--- src/rtl/multicycle_control32.sv ---
// Multi-cycle control FSM for the RV32 core: sequences fetch/decode/execute/memory/IO/write-back,
// waits on memory and I/O handshakes, and counts retired instructions.
module multicycle_control32 #(
  parameter int unsigned XLEN     = 32,
  parameter int unsigned IO_RD_LO = 0,
  parameter int unsigned IO_RD_HI = 3,
  parameter int unsigned IO_WR_LO = 4,
  parameter int unsigned IO_WR_HI = 5,
  parameter int unsigned CNT_W    = 32
) (
  input  logic             clock,
  input  logic             rst_n,
  input  logic [31:0]      Instruction,
  input  logic             instr_valid,
  input  logic [XLEN-1:0]  rega7,
  input  logic             mem_ready,
  input  logic             io_ack,
  output logic             ir_write,
  output logic             pc_write,
  output logic             RegWrite,
  output logic             MemRead,
  output logic             MemWrite,
  output logic             IORead,
  output logic             IOWrite,
  output logic             MemorIOtoReg,
  output logic             Jr,
  output logic             Jal,
  output logic             Branch,
  output logic             I_format,
  output logic             Sftmd,
  output logic             ALUSrc,
  output logic [1:0]       ALUOp,
  output logic             illegal,
  output logic [2:0]       state,
  output logic [CNT_W-1:0] instret
);

  typedef enum logic [2:0] {
    StFetch  = 3'd0,
    StDecode = 3'd1,
    StExec   = 3'd2,
    StMem    = 3'd3,
    StIo     = 3'd4,
    StWb     = 3'd5,
    StHalt   = 3'd6
  } state_e;

  typedef enum logic [2:0] {ClsAlu, ClsLoad, ClsStore, ClsBranch, ClsEcall} cls_e;
  typedef enum logic [1:0] {IoNone, IoRead, IoWrite} io_kind_e;

  localparam logic [6:0] OpR      = 7'b0110011;
  localparam logic [6:0] OpIAlu   = 7'b0010011;
  localparam logic [6:0] OpLoad   = 7'b0000011;
  localparam logic [6:0] OpStore  = 7'b0100011;
  localparam logic [6:0] OpBranch = 7'b1100011;
  localparam logic [6:0] OpJal    = 7'b1101111;
  localparam logic [6:0] OpJalr   = 7'b1100111;
  localparam logic [6:0] OpLui    = 7'b0110111;
  localparam logic [6:0] OpAuipc  = 7'b0010111;
  localparam logic [6:0] OpSystem = 7'b1110011;

  // Offset-and-span range test avoids constant comparisons when a bound is zero.
  localparam logic [XLEN-1:0] RdLo   = XLEN'(IO_RD_LO);
  localparam logic [XLEN-1:0] RdSpan = XLEN'(IO_RD_HI - IO_RD_LO);
  localparam logic [XLEN-1:0] WrLo   = XLEN'(IO_WR_LO);
  localparam logic [XLEN-1:0] WrSpan = XLEN'(IO_WR_HI - IO_WR_LO);
  localparam bit              RdEn   = (IO_RD_HI >= IO_RD_LO);
  localparam bit              WrEn   = (IO_WR_HI >= IO_WR_LO);

  state_e           state_q, state_d;
  logic [31:0]      ir_q;
  cls_e             cls_q;
  io_kind_e         io_kind_q;
  logic [1:0]       alu_op_q;
  logic             alu_src_q, sftmd_q, i_format_q, jal_q, jr_q, branch_q, m2r_q;
  logic [CNT_W-1:0] instret_q;

  logic [6:0]      opcode;
  logic [2:0]      funct3;
  logic [XLEN-1:0] a7_rd_off, a7_wr_off;
  logic            a7_in_rd, a7_in_wr;
  io_kind_e        io_kind_d;
  cls_e            dec_cls;
  logic            dec_legal;
  logic [1:0]      dec_alu_op;
  logic            dec_alu_src, dec_sftmd, dec_i_format, dec_jal, dec_jr, dec_branch, dec_m2r;

  assign opcode    = ir_q[6:0];
  assign funct3    = ir_q[14:12];
  assign a7_rd_off = rega7 - RdLo;
  assign a7_wr_off = rega7 - WrLo;
  assign a7_in_rd  = RdEn && (a7_rd_off <= RdSpan);
  assign a7_in_wr  = WrEn && (a7_wr_off <= WrSpan);

  always_comb begin
    io_kind_d = IoNone;
    if (a7_in_rd) begin
      io_kind_d = IoRead;
    end else if (a7_in_wr) begin
      io_kind_d = IoWrite;
    end
  end

  always_comb begin
    dec_cls      = ClsAlu;
    dec_legal    = 1'b1;
    dec_alu_op   = 2'b00;
    dec_alu_src  = 1'b1;
    dec_sftmd    = 1'b0;
    dec_i_format = 1'b0;
    dec_jal      = 1'b0;
    dec_jr       = 1'b0;
    dec_branch   = 1'b0;
    dec_m2r      = 1'b0;
    case (opcode)
      OpR: begin
        dec_alu_op  = 2'b10;
        dec_alu_src = 1'b0;
        dec_sftmd   = (funct3 == 3'd1) || (funct3 == 3'd5);
      end
      OpIAlu: begin
        dec_alu_op   = 2'b11;
        dec_i_format = 1'b1;
        dec_sftmd    = (funct3 == 3'd1) || (funct3 == 3'd5);
      end
      OpLoad: begin
        dec_cls      = ClsLoad;
        dec_i_format = 1'b1;
        dec_m2r      = 1'b1;
      end
      OpStore: dec_cls = ClsStore;
      OpBranch: begin
        dec_cls     = ClsBranch;
        dec_alu_op  = 2'b01;
        dec_alu_src = 1'b0;
        dec_branch  = 1'b1;
      end
      OpJal:   dec_jal = 1'b1;
      OpJalr:  dec_jr  = 1'b1;
      OpLui, OpAuipc: ;
      OpSystem: begin
        dec_cls   = ClsEcall;
        dec_legal = (ir_q[31:7] == 25'd0);
        dec_m2r   = (io_kind_d == IoRead);
      end
      default: dec_legal = 1'b0;
    endcase
  end

  always_comb begin
    state_d  = state_q;
    ir_write = 1'b0;
    pc_write = 1'b0;
    RegWrite = 1'b0;
    MemRead  = 1'b0;
    MemWrite = 1'b0;
    IORead   = 1'b0;
    IOWrite  = 1'b0;
    unique case (state_q)
      StFetch: begin
        if (instr_valid) begin
          ir_write = 1'b1;
          state_d  = StDecode;
        end
      end
      StDecode: state_d = dec_legal ? StExec : StHalt;
      StExec: begin
        case (cls_q)
          ClsLoad, ClsStore: state_d = StMem;
          ClsEcall: begin
            if (io_kind_q == IoNone) begin
              pc_write = 1'b1;
              state_d  = StFetch;
            end else begin
              state_d = StIo;
            end
          end
          ClsBranch: begin
            pc_write = 1'b1;
            state_d  = StFetch;
          end
          default: state_d = StWb;
        endcase
      end
      StMem: begin
        MemRead  = (cls_q == ClsLoad);
        MemWrite = (cls_q == ClsStore);
        if (mem_ready) begin
          if (cls_q == ClsLoad) begin
            state_d = StWb;
          end else begin
            pc_write = 1'b1;
            state_d  = StFetch;
          end
        end
      end
      StIo: begin
        IORead  = (io_kind_q == IoRead);
        IOWrite = (io_kind_q == IoWrite);
        if (io_ack) begin
          if (io_kind_q == IoRead) begin
            state_d = StWb;
          end else begin
            pc_write = 1'b1;
            state_d  = StFetch;
          end
        end
      end
      StWb: begin
        RegWrite = 1'b1;
        pc_write = 1'b1;
        state_d  = StFetch;
      end
      StHalt: ;
      default: state_d = StFetch;
    endcase
  end

  always_ff @(posedge clock or negedge rst_n) begin
    if (!rst_n) begin
      state_q   <= StFetch;
      instret_q <= '0;
      ir_q      <= '0;
    end else begin
      state_q <= state_d;
      if (pc_write) begin
        instret_q <= instret_q + CNT_W'(1);
      end
      if (ir_write) begin
        ir_q <= Instruction;
      end
    end
  end

  // Decode results persist until the next instruction is decoded.
  always_ff @(posedge clock or negedge rst_n) begin
    if (!rst_n) begin
      cls_q      <= ClsAlu;
      io_kind_q  <= IoNone;
      alu_op_q   <= 2'b00;
      alu_src_q  <= 1'b0;
      sftmd_q    <= 1'b0;
      i_format_q <= 1'b0;
      jal_q      <= 1'b0;
      jr_q       <= 1'b0;
      branch_q   <= 1'b0;
      m2r_q      <= 1'b0;
    end else if ((state_q == StDecode) && dec_legal) begin
      cls_q      <= dec_cls;
      io_kind_q  <= io_kind_d;
      alu_op_q   <= dec_alu_op;
      alu_src_q  <= dec_alu_src;
      sftmd_q    <= dec_sftmd;
      i_format_q <= dec_i_format;
      jal_q      <= dec_jal;
      jr_q       <= dec_jr;
      branch_q   <= dec_branch;
      m2r_q      <= dec_m2r;
    end
  end

  assign MemorIOtoReg = m2r_q;
  assign Jr           = jr_q;
  assign Jal          = jal_q;
  assign Branch       = branch_q;
  assign I_format     = i_format_q;
  assign Sftmd        = sftmd_q;
  assign ALUSrc       = alu_src_q;
  assign ALUOp        = alu_op_q;
  assign illegal      = (state_q == StHalt);
  assign state        = state_q;
  assign instret      = instret_q;

endmodule

--- config.mk ---
export PLATFORM = sky130hd
export DESIGN_NAME = multicycle_control32
export DESIGN_NICKNAME = d
export VERILOG_FILES = /design/src/rtl/multicycle_control32.sv
export SDC_FILE = /design/constraint.sdc
export NUM_CORES = 1
export LEC_CHECK = 0
export ABC_AREA = 1
export BUFFER_PORTS_ARGS = -buffer_cell sky130_fd_sc_hd__buf_2
export CAP_MARGIN = 20
export CORE_MARGIN = 8
export CORE_UTILIZATION = 36
export DETAILED_ROUTE_END_ITERATION = 6
export SLEW_MARGIN = 15
export SYNTH_ARGS = -nofsm -noshare
export SYNTH_HDL_FRONTEND = slang
export SYNTH_SLANG_ARGS = --single-unit
--- constraint.sdc ---
create_clock -name clock -period 1.4 [get_ports clock]
set_input_delay 0.28 -clock clock [delete_from_list [all_inputs] [get_ports clock]]
set_output_delay 0.28 -clock clock [all_outputs]
set_load 0.1 [all_outputs]
# After elaboration in Yosys (flattened, before gate mapping)
# Cells that the tools add are included.
[word_totals] inputBits=69 wordCells=92 out_inout_bits=52 reg_bits=81
[classes] reduce_logical=11 n_eq_ne=28 n_mux=35 n_bitwise=1 n_lt_le_gt_ge=2 add_sub_neg=2
[op_table] op="$add 32x1->32 const B" count=1
[op_table] op="$le 32x1->1 const B" count=1
[op_table] op="$le 32x2->1 const B" count=1
[op_table] op="$sub 32x3->32 const B" count=1
[op_table] op="$eq 7x7->1 const B" count=4
[op_table] op="$logic_not 25->1" count=1
[op_table] op="$eq 7x6->1 const B" count=3
[op_table] op="$mux 3" count=7
[op_table] op="$mux 1" count=18
[op_table] op="$pmux 3 s6" count=1
[op_table] op="$eq 3x3->1 const B" count=5
[op_table] op="$eq 7x5->1 const B" count=2
[op_table] op="$eq 3x2->1 const B" count=4
[op_table] op="$pmux 3 s4" count=1
[op_table] op="$eq 3x1->1 const B" count=3
[op_table] op="$pmux 3 s3" count=1
[op_table] op="$reduce_or 9->1" count=1
[op_table] op="$reduce_or 2->1" count=4
[op_table] op="$eq 7x2->1 const B" count=1
[op_table] op="$ne 2x2->1 const B" count=3
[op_table] op="$pmux 1 s2" count=3
[op_table] op="$pmux 2 s3" count=1
[op_table] op="$eq 2x1->1 const B" count=2
[op_table] op="$mux 2" count=2
[op_table] op="other kinds (8)" count=8

# Logic depth before layout (Yosys ltp)
# Gate-level depths: netlist of the first run.
[depth] word_depth=6 mapped_depth=12 ltp_nobuf=12

# Least setup slack after synthesis of the first run
# No wires, ideal clock.
[synth_path] path_type="reg2reg" start="register state_q[2] (netlist: state[2])" end="register state_q[2] (netlist: state[2])" n_path_buf=0 path_stages_with_launch=8 slack_ps=-2568 synth_period_minus_slack_ps=3968 setup_time_ps=135 t_arrival_ps=3833 cell_sequence="dfrtp_1 -> inv_2 -> nor3_1 -> inv_1 -> nand2_1 -> a221oi_1 -> o21ai_0 -> o21ai_0"
[synth_between] elab_chain_cells=3 elab_cells_between_ends=12 classes_between="8 x eq/ne; 1 x mux; 1 x bitwise; 2 x reduce/logical"
[synth_lines] element="start: declaration" line_no="70" text="state_e state_q, state_d;"
[synth_lines] element="start signal: assignment" line_no="221" text="state_q <= StFetch;"
[synth_lines] element="start signal: assignment" line_no="225" text="state_q <= state_d;"
[synth_lines] element="$eq 3x3->1 *"
[synth_lines] element="named net illegal" line_no="33" text="output logic illegal,"
[synth_lines] element="parallel branches: the longest is 2 deep, another holds $pmux 3 s6"
# Mark *: on every way through the listed nets, which the timed path passes.
# A chain may end at the register's enable or synchronous reset.

# Worst setup path in the final report of the first run
[layout_path] start="register state_q[1] (netlist: state[1])" end="output port pc_write"
[layout_between] elab_chain_cells=2 elab_cells_between_ends=5 classes_between="4 x eq/ne; 1 x mux"
[layout_lines] element="$eq 3x3->1 or $eq 3x2->1 (tied branches)" line_no="159" text="unique case (state_q)"
[layout_lines] element="$pmux 1 s4 *" line_no="159"
[layout_lines] element="end: declaration" line_no="19" text="output logic pc_write,"
# Every way passes the cells marked *; elsewhere a longest branch is shown, timed or not.

==> run summary, run 1 <==
outcome: finished with violations
failing checks: setup timing
commonest non-fill, non-tap cell in the layout: nand2_1
clock network power share: 46.3%
die width: 130 microns
via count: 5,537
gpl congestion: 0.940
pin count of the biggest net entering global routing: 31
Residual DRC: 0
# IOs: 121
hold_ws: 0.128 ns
Initial Util: 36.9%
Max clock buf depth: 2
Worst Hold Class: primary input to register
Slowest-stage cell, CP: dfrtp_4
area delta synth->final: 81.8%
Mapped Avg Cell Area: 6.96 sq um
Stages on worst setup path: 7
CP Buf/Inv Count: 3
Routed met1 length: 6540 microns
vias per cell: 4.84
Syn Std Cell Area: 4680 sq um
Finished Cell Area: 8500 sq um
Hold Violations, Final: 0
Top Family by Delay on Critical Path: flip-flops
most frequent cells in the layout: nand2_1, buf_4, nor2_1
post-synthesis cell count: 672
PwrDens: 629 nW/um^2
slew at the pin with the worst max-slew slack: 0.390 ns
cell chain of the critical path: buf_6 > nand3_4 > nor3_2 > nor3_2 > nand2_2 > buf_12 > buf_12
element type at the critical path end: output pin
H-tree levels: 3
maximum vdd drop: 0.504 mV
Hold Startpoint: Instruction[24]
clk_skew: 0.00450 ns
Slew HR: 74.0%
pre-CTS setup slack: -0.395 ns
final setup TNS: -29.16 ns
met3 wire length: 1020 microns
synthesized net count: 742
GR Util All Layers: 19.2%
Die Y-Extent: 130 microns
n_diodes: 0
Net Switching: 1.28 mW
final worst slack: -0.592 ns
met2 wire len: 8270 microns
die area: 16,900 sq um
CP max stage delay: 0.51 ns
top post-synthesis cells by area: dfrtp_1, nand2_1, nor2_1
# rows: 41
core area: 12,700 sq um
combinational power share: 8.4%
Seq cells post-synth: 81
total gr overflow: 0
critical path launch point type: register
Pint: 4.06 mW
Reg2Reg Setup Slack: -0.45 ns
layout cells sized above 1: 41.3%
Period minus WS final: 1.99 ns
final wirelength: 16,200 microns
fraction of power consumed by sequential logic: 45.3%
Max Freq: 0.502 GHz
Crit Reg-Reg Endpoint: instret[2]$_DFFE_PN0P_
CTS clk-pin slew, worst paths: 0.07 ns
Tot Pwr: 5.35 mW
Final Cycle Share: 142%
number of distinct library cells after synthesis: 27
CP Launch Point: state[1]$_DFFE_PN0P_
worst reg2reg path depth: 11
post-synthesis sequential area ratio: 43.3%
Final #Nets: 1,036
Worst R2R Start: state[1]$_DFFE_PN0P_
filler instances: 1,010
global-route wire length before repair: 25,800 microns
I/O Buffers: 119
vias in the first global route: 5,518
post-route insts no fill: 1,143
area leader, netlist: dfrtp_1
CTS buffer count: 9
CP Capture Point: pc_write
max layer used: met4
root buf cell: clkbuf_16
Switching Fraction: 24.0%
Leak: 4.13 nW
DRT Pass-1 Iters: 5
drt wl/cell: 14.1 microns
initial antenna violation count: 0
# setup viols final: 91
Crit Path Class: register to output pin
placed cell areas: 7520 sq um
Inst Count DP: 1,106
Worst-Skew Late Latency: 0.35 ns
post-route antenna net violation count: 0
worst endpoint required time: 1.12 ns
RSZ-0062 raised after global routing: true
CTS Sinks: 81
hpwl dp: 12,200 microns
final core utilization: 67.1%
Ys Warns: 0
max-capacitance violation count: 0
WP data arrival: 1.71 ns
fin. max-slew vios: 0
1st-iter DRT viols: 488
CTS tree: done
Synth top area share: 43.3%
maximum fanout along the worst path: 4
-- metal layers --
metal	GRT usage, %	vias up
li1	-	2724
met1	22.2	2577
met2	33.7	202
met3	4.57	34
met4	7.38	0
met5	0	-
-- Yosys cell counts --
cell type	n
nand2_1	230
nor2_1	114
dfrtp_1	81
inv_1	59
nand3_1	27
nor3_1	27
o21ai_0	25
xor2_1	23
nand4_1	21
o21ai_1	11
xnor2_1	9
buf_2	8
inv_2	7
nand3b_1	7
a21oi_1	5
nor4_1	4
clkbuf_1	2
nor2_2	2
nor3_2	2
a221oi_1	1
and2_1	1
and3_1	1
buf_4	1
buf_6	1
ha_1	1
nor3b_1	1
or2_2	1
-- kinds of logic (layout without fill, tap and decap cells) --
kind of cell | after synthesis | count (layout) | synth area share, %
xor+xnor | 32 | 32 | 5.99
simple gates | 438 | 438 | 39.1
flops | 81 | 81 | 43.3
compound gates | 42 | 42 | 4.57
fa+ha+maj | 1 | 1 | 0.267
buf+inv | 78 | 377 | 6.72
-- repair_timing --
action	4_1_cts	5_1_grt
gates resized for setup	64	70
cloned	3	1
hold buffers	1	0
endpoints found under the setup margin	95	97
pin swaps	13	10
setup buffers	9	12
hold endpoints to repair	22	0
-- registers in the layout, summed over array words and instances (netlist names) --
name,cells
ALUOp,2
ALUSrc,1
Jr,1
io_kind_q,2
cls_q,3
Sftmd,1
I_format,1
state,3
MemorIOtoReg,1
ir_q,32
Jal,1
instret,32
Branch,1
-- worst register-to-register path: stages, from the launching register on --
cell     delay, ns
dfrtp_4       0.51
buf_6         0.13
nand3_4       0.07
nor3_2        0.05
nor3_2        0.21
nand2_2       0.10
buf_12        0.14
buf_6         0.12
buf_12        0.14
buf_8         0.13
nand2_1       0.06
xnor2_1       0.11
-- cell type report --
type,instances,area [sq um],share of cell area [%]
Clock buffer,10,239,2.81
Clock inverter,6,75.1,0.883
Inverter,66,278,3.27
Multi-Input combinational cell,513,2670,31.5
Sequential cell,81,2040,24.0
Timing Repair Buffer,295,2980,35.0
Tap cell,172,215,2.53
-- worst min path at each step --
stage                               to  slack (ns)  cells past startpoint
3_5_place_dp   instret[12]$_DFFE_PN0P_        0.21                      1
3_3_place_gp   instret[12]$_DFFE_PN0P_        0.21                      1
5_1_grt           ir_q[16]$_DFFE_PN0P_        0.13                      3
2_1_floorplan     ALUOp[0]$_DFFE_PN0P_       -0.02                      0
6_report          ir_q[24]$_DFFE_PN0P_        0.13                      3
4_1_cts           ir_q[15]$_DFFE_PN0P_        0.12                      3
-- power by group through the flow --
stage | logic [mW] | clock network, mW | registers [mW]
final | 0.451 | 2.47 | 2.42
after global routing | 0.512 | 2.63 | 2.42
after CTS | 0.442 | 2.52 | 2.42
after detailed placement | 0.436 | 0 | 2.46
after global placement | 0.426 | 0 | 2.46
after floorplan | 0.142 | 0 | 2.46
Power figures use the tool's default switching activity.
==> run 2, diff against run 1 <==
--- a/config.mk
+++ b/config.mk
@@ -8,6 +8,7 @@
 export ABC_AREA = 1
 export BUFFER_PORTS_ARGS = -buffer_cell sky130_fd_sc_hd__buf_2
 export CAP_MARGIN = 20
+export CORE_ASPECT_RATIO = 0.7
 export CORE_MARGIN = 8
 export CORE_UTILIZATION = 36
 export DETAILED_ROUTE_END_ITERATION = 6
==> run summary, run 2 (synthesis gave the netlist of run 1 again) <==
Die Y-Extent: 111 microns
final wirelength: 17,000 microns
placed cell areas: 7590 sq um
filler instances: 1,017
pin count of the biggest net entering global routing: 35
CTS Sinks: 81
Pint: 3.92 mW
commonest non-fill, non-tap cell in the layout: nand2_1
Final Cycle Share: 143%
Hold Violations, Final: 0
element type at the critical path end: output pin
clk_skew: 0.00932 ns
# rows: 35
worst endpoint required time: 1.12 ns
Crit Path Class: register to output pin
maximum vdd drop: 0.622 mV
combinational power share: 9.3%
fraction of power consumed by sequential logic: 46.2%
core area: 12,900 sq um
fin. max-slew vios: 0
CP max stage delay: 0.51 ns
CTS buffer count: 9
most used cell, CP: buf_12
DRT Pass-1 Iters: 5
Residual DRC: 0
Most Crowded Layer GR: met2
cell chain of the critical path: buf_6 > nand3_4 > nor3_4 > nor3_2 > nand2_2 > buf_12 > buf_12
hold_ws: 0.134 ns
# IOs: 121
Leak: 4.38 nW
maximum fanout along the worst path: 4
vias per cell: 4.78
Final #Nets: 1,062
Worst-Skew Late Latency: 0.34 ns
root buf cell: clkbuf_16
post-route insts no fill: 1,163
CTS tree: done
area delta synth->final: 86.9%
Finished Cell Area: 8740 sq um
WP data arrival: 1.73 ns
1st-iter DRT viols: 539
RSZ-0062 raised after global routing: true
layout cells sized above 1: 44.6%
drt wl/cell: 14.6 microns
via count: 5,554
Net Switching: 1.31 mW
Worst Hold Class: primary input to register
die width: 152 microns
I/O Buffers: 119
max-capacitance violation count: 0
H-tree levels: 3
met2 GRT Util: 31.7%
global-route wire length before repair: 27,600 microns
PwrDens: 599 nW/um^2
gpl congestion: 0.929
critical path launch point type: register
most frequent cells in the layout: nand2_1, buf_4, nor2_1
Initial Util: 36.2%
hpwl dp: 12,500 microns
pre-CTS setup slack: -0.388 ns
initial antenna violation count: 0
CTS clk-pin slew, worst paths: 0.07 ns
total gr overflow: 0
vias in the first global route: 5,653
clock network power share: 44.5%
Max clock buf depth: 2
Slew HR: 71.9%
failing checks: setup timing
met3 Resource Use GR: 4.37%
# setup viols final: 91
post-route antenna net violation count: 0
die area: 17,000 sq um
GR Layer Usage met1: 26.5%
slew at the pin with the worst max-slew slack: 0.418 ns
final worst slack: -0.606 ns
Slowest-stage cell, CP: dfrtp_4
Period minus WS final: 2.01 ns
n_diodes: 0
outcome: finished with violations
Inst Count DP: 1,121
Tot Pwr: 5.24 mW
Max Freq: 0.499 GHz
GR Util All Layers: 19.7%
Switching Fraction: 25.1%
run 2: changes by cell type in the layout (fill, tap and decap cells not counted), sizes merged:
cell,change
buf,+28
bufbuf,-1
bufinv,-1
clkbuf,-1
clkinv,+1
clkinvlp,-1
inv,+1
run 2: cell type report:
cell class                      count  area (sq um)  share of cell area (%)
Tap cell                          166           208                    2.38
Multi-Input combinational cell    513          2820                    32.3
Clock buffer                       10           239                    2.73
Timing Repair Buffer              321          3090                    35.4
Inverter                           66           275                    3.15
Clock inverter                      6          57.6                   0.658
Sequential cell                    81          2050                    23.4
run 2: critical path, delay by kind of cell (launching register included):
family                 cells  cell delay (ns)
AND/OR/NAND/NOR            4             0.44
buffers and inverters      3             0.43
flip-flops                 1             0.51
run 2: power by group through the flow:
stage,Combinational (mW),Sequential (mW),Clock [mW]
finish,0.486,2.42,2.33
global route,0.543,2.42,2.49
CTS,0.482,2.42,2.37
detailed placement,0.470,2.46,0
global placement,0.460,2.46,0
floorplan,0.142,2.46,0
run 2: per-stage QoR:
stage | utilization [%] | setup TNS, ns
after floorplan | - | -43.16
after global placement | 58.8 | -16.47
after detailed placement | 58.8 | -18.51
after CTS | 65.3 | -27.12
after global routing | 67.7 | -33.28
final | 67.7 | -24.79
run 2: repair_timing:
item	in CTS	in global routing
pin swaps	28	22
gates resized for setup	98	83
hold endpoints to repair	18	0
setup buffers	15	12
endpoints found under the setup margin	98	97
hold buffers	1	0
cloned	4	0
run 2: metal layers:
metal | vias up | routed length [microns] | share of wire, %
li1 | 2778 | - | -
met1 | 2530 | 7950 | 47
met2 | 219 | 7650 | 45
met3 | 27 | 1170 | 6.8
met4 | 0 | 259 | 1.5
met5 | - | 0 | 0
run 2: path summary, 6_finish.rpt:
kind	from	endpoint	slack, ns	depth (start not counted)
min in group asynchronous	rst_n	instret[17]$_DFFE_PN0P_	0.38	2
max	state[1]$_DFFE_PN0P_	pc_write	-0.61	7
min	Instruction[30]	ir_q[30]$_DFFE_PN0P_	0.13	3
min reg2reg	ir_q[21]$_DFFE_PN0P_	ir_q[21]$_DFFE_PN0P_	0.47	2
max in group asynchronous	rst_n	state[1]$_DFFE_PN0P_	0.51	3
max reg2reg	state[1]$_DFFE_PN0P_	instret[4]$_DFFE_PN0P_	-0.54	11
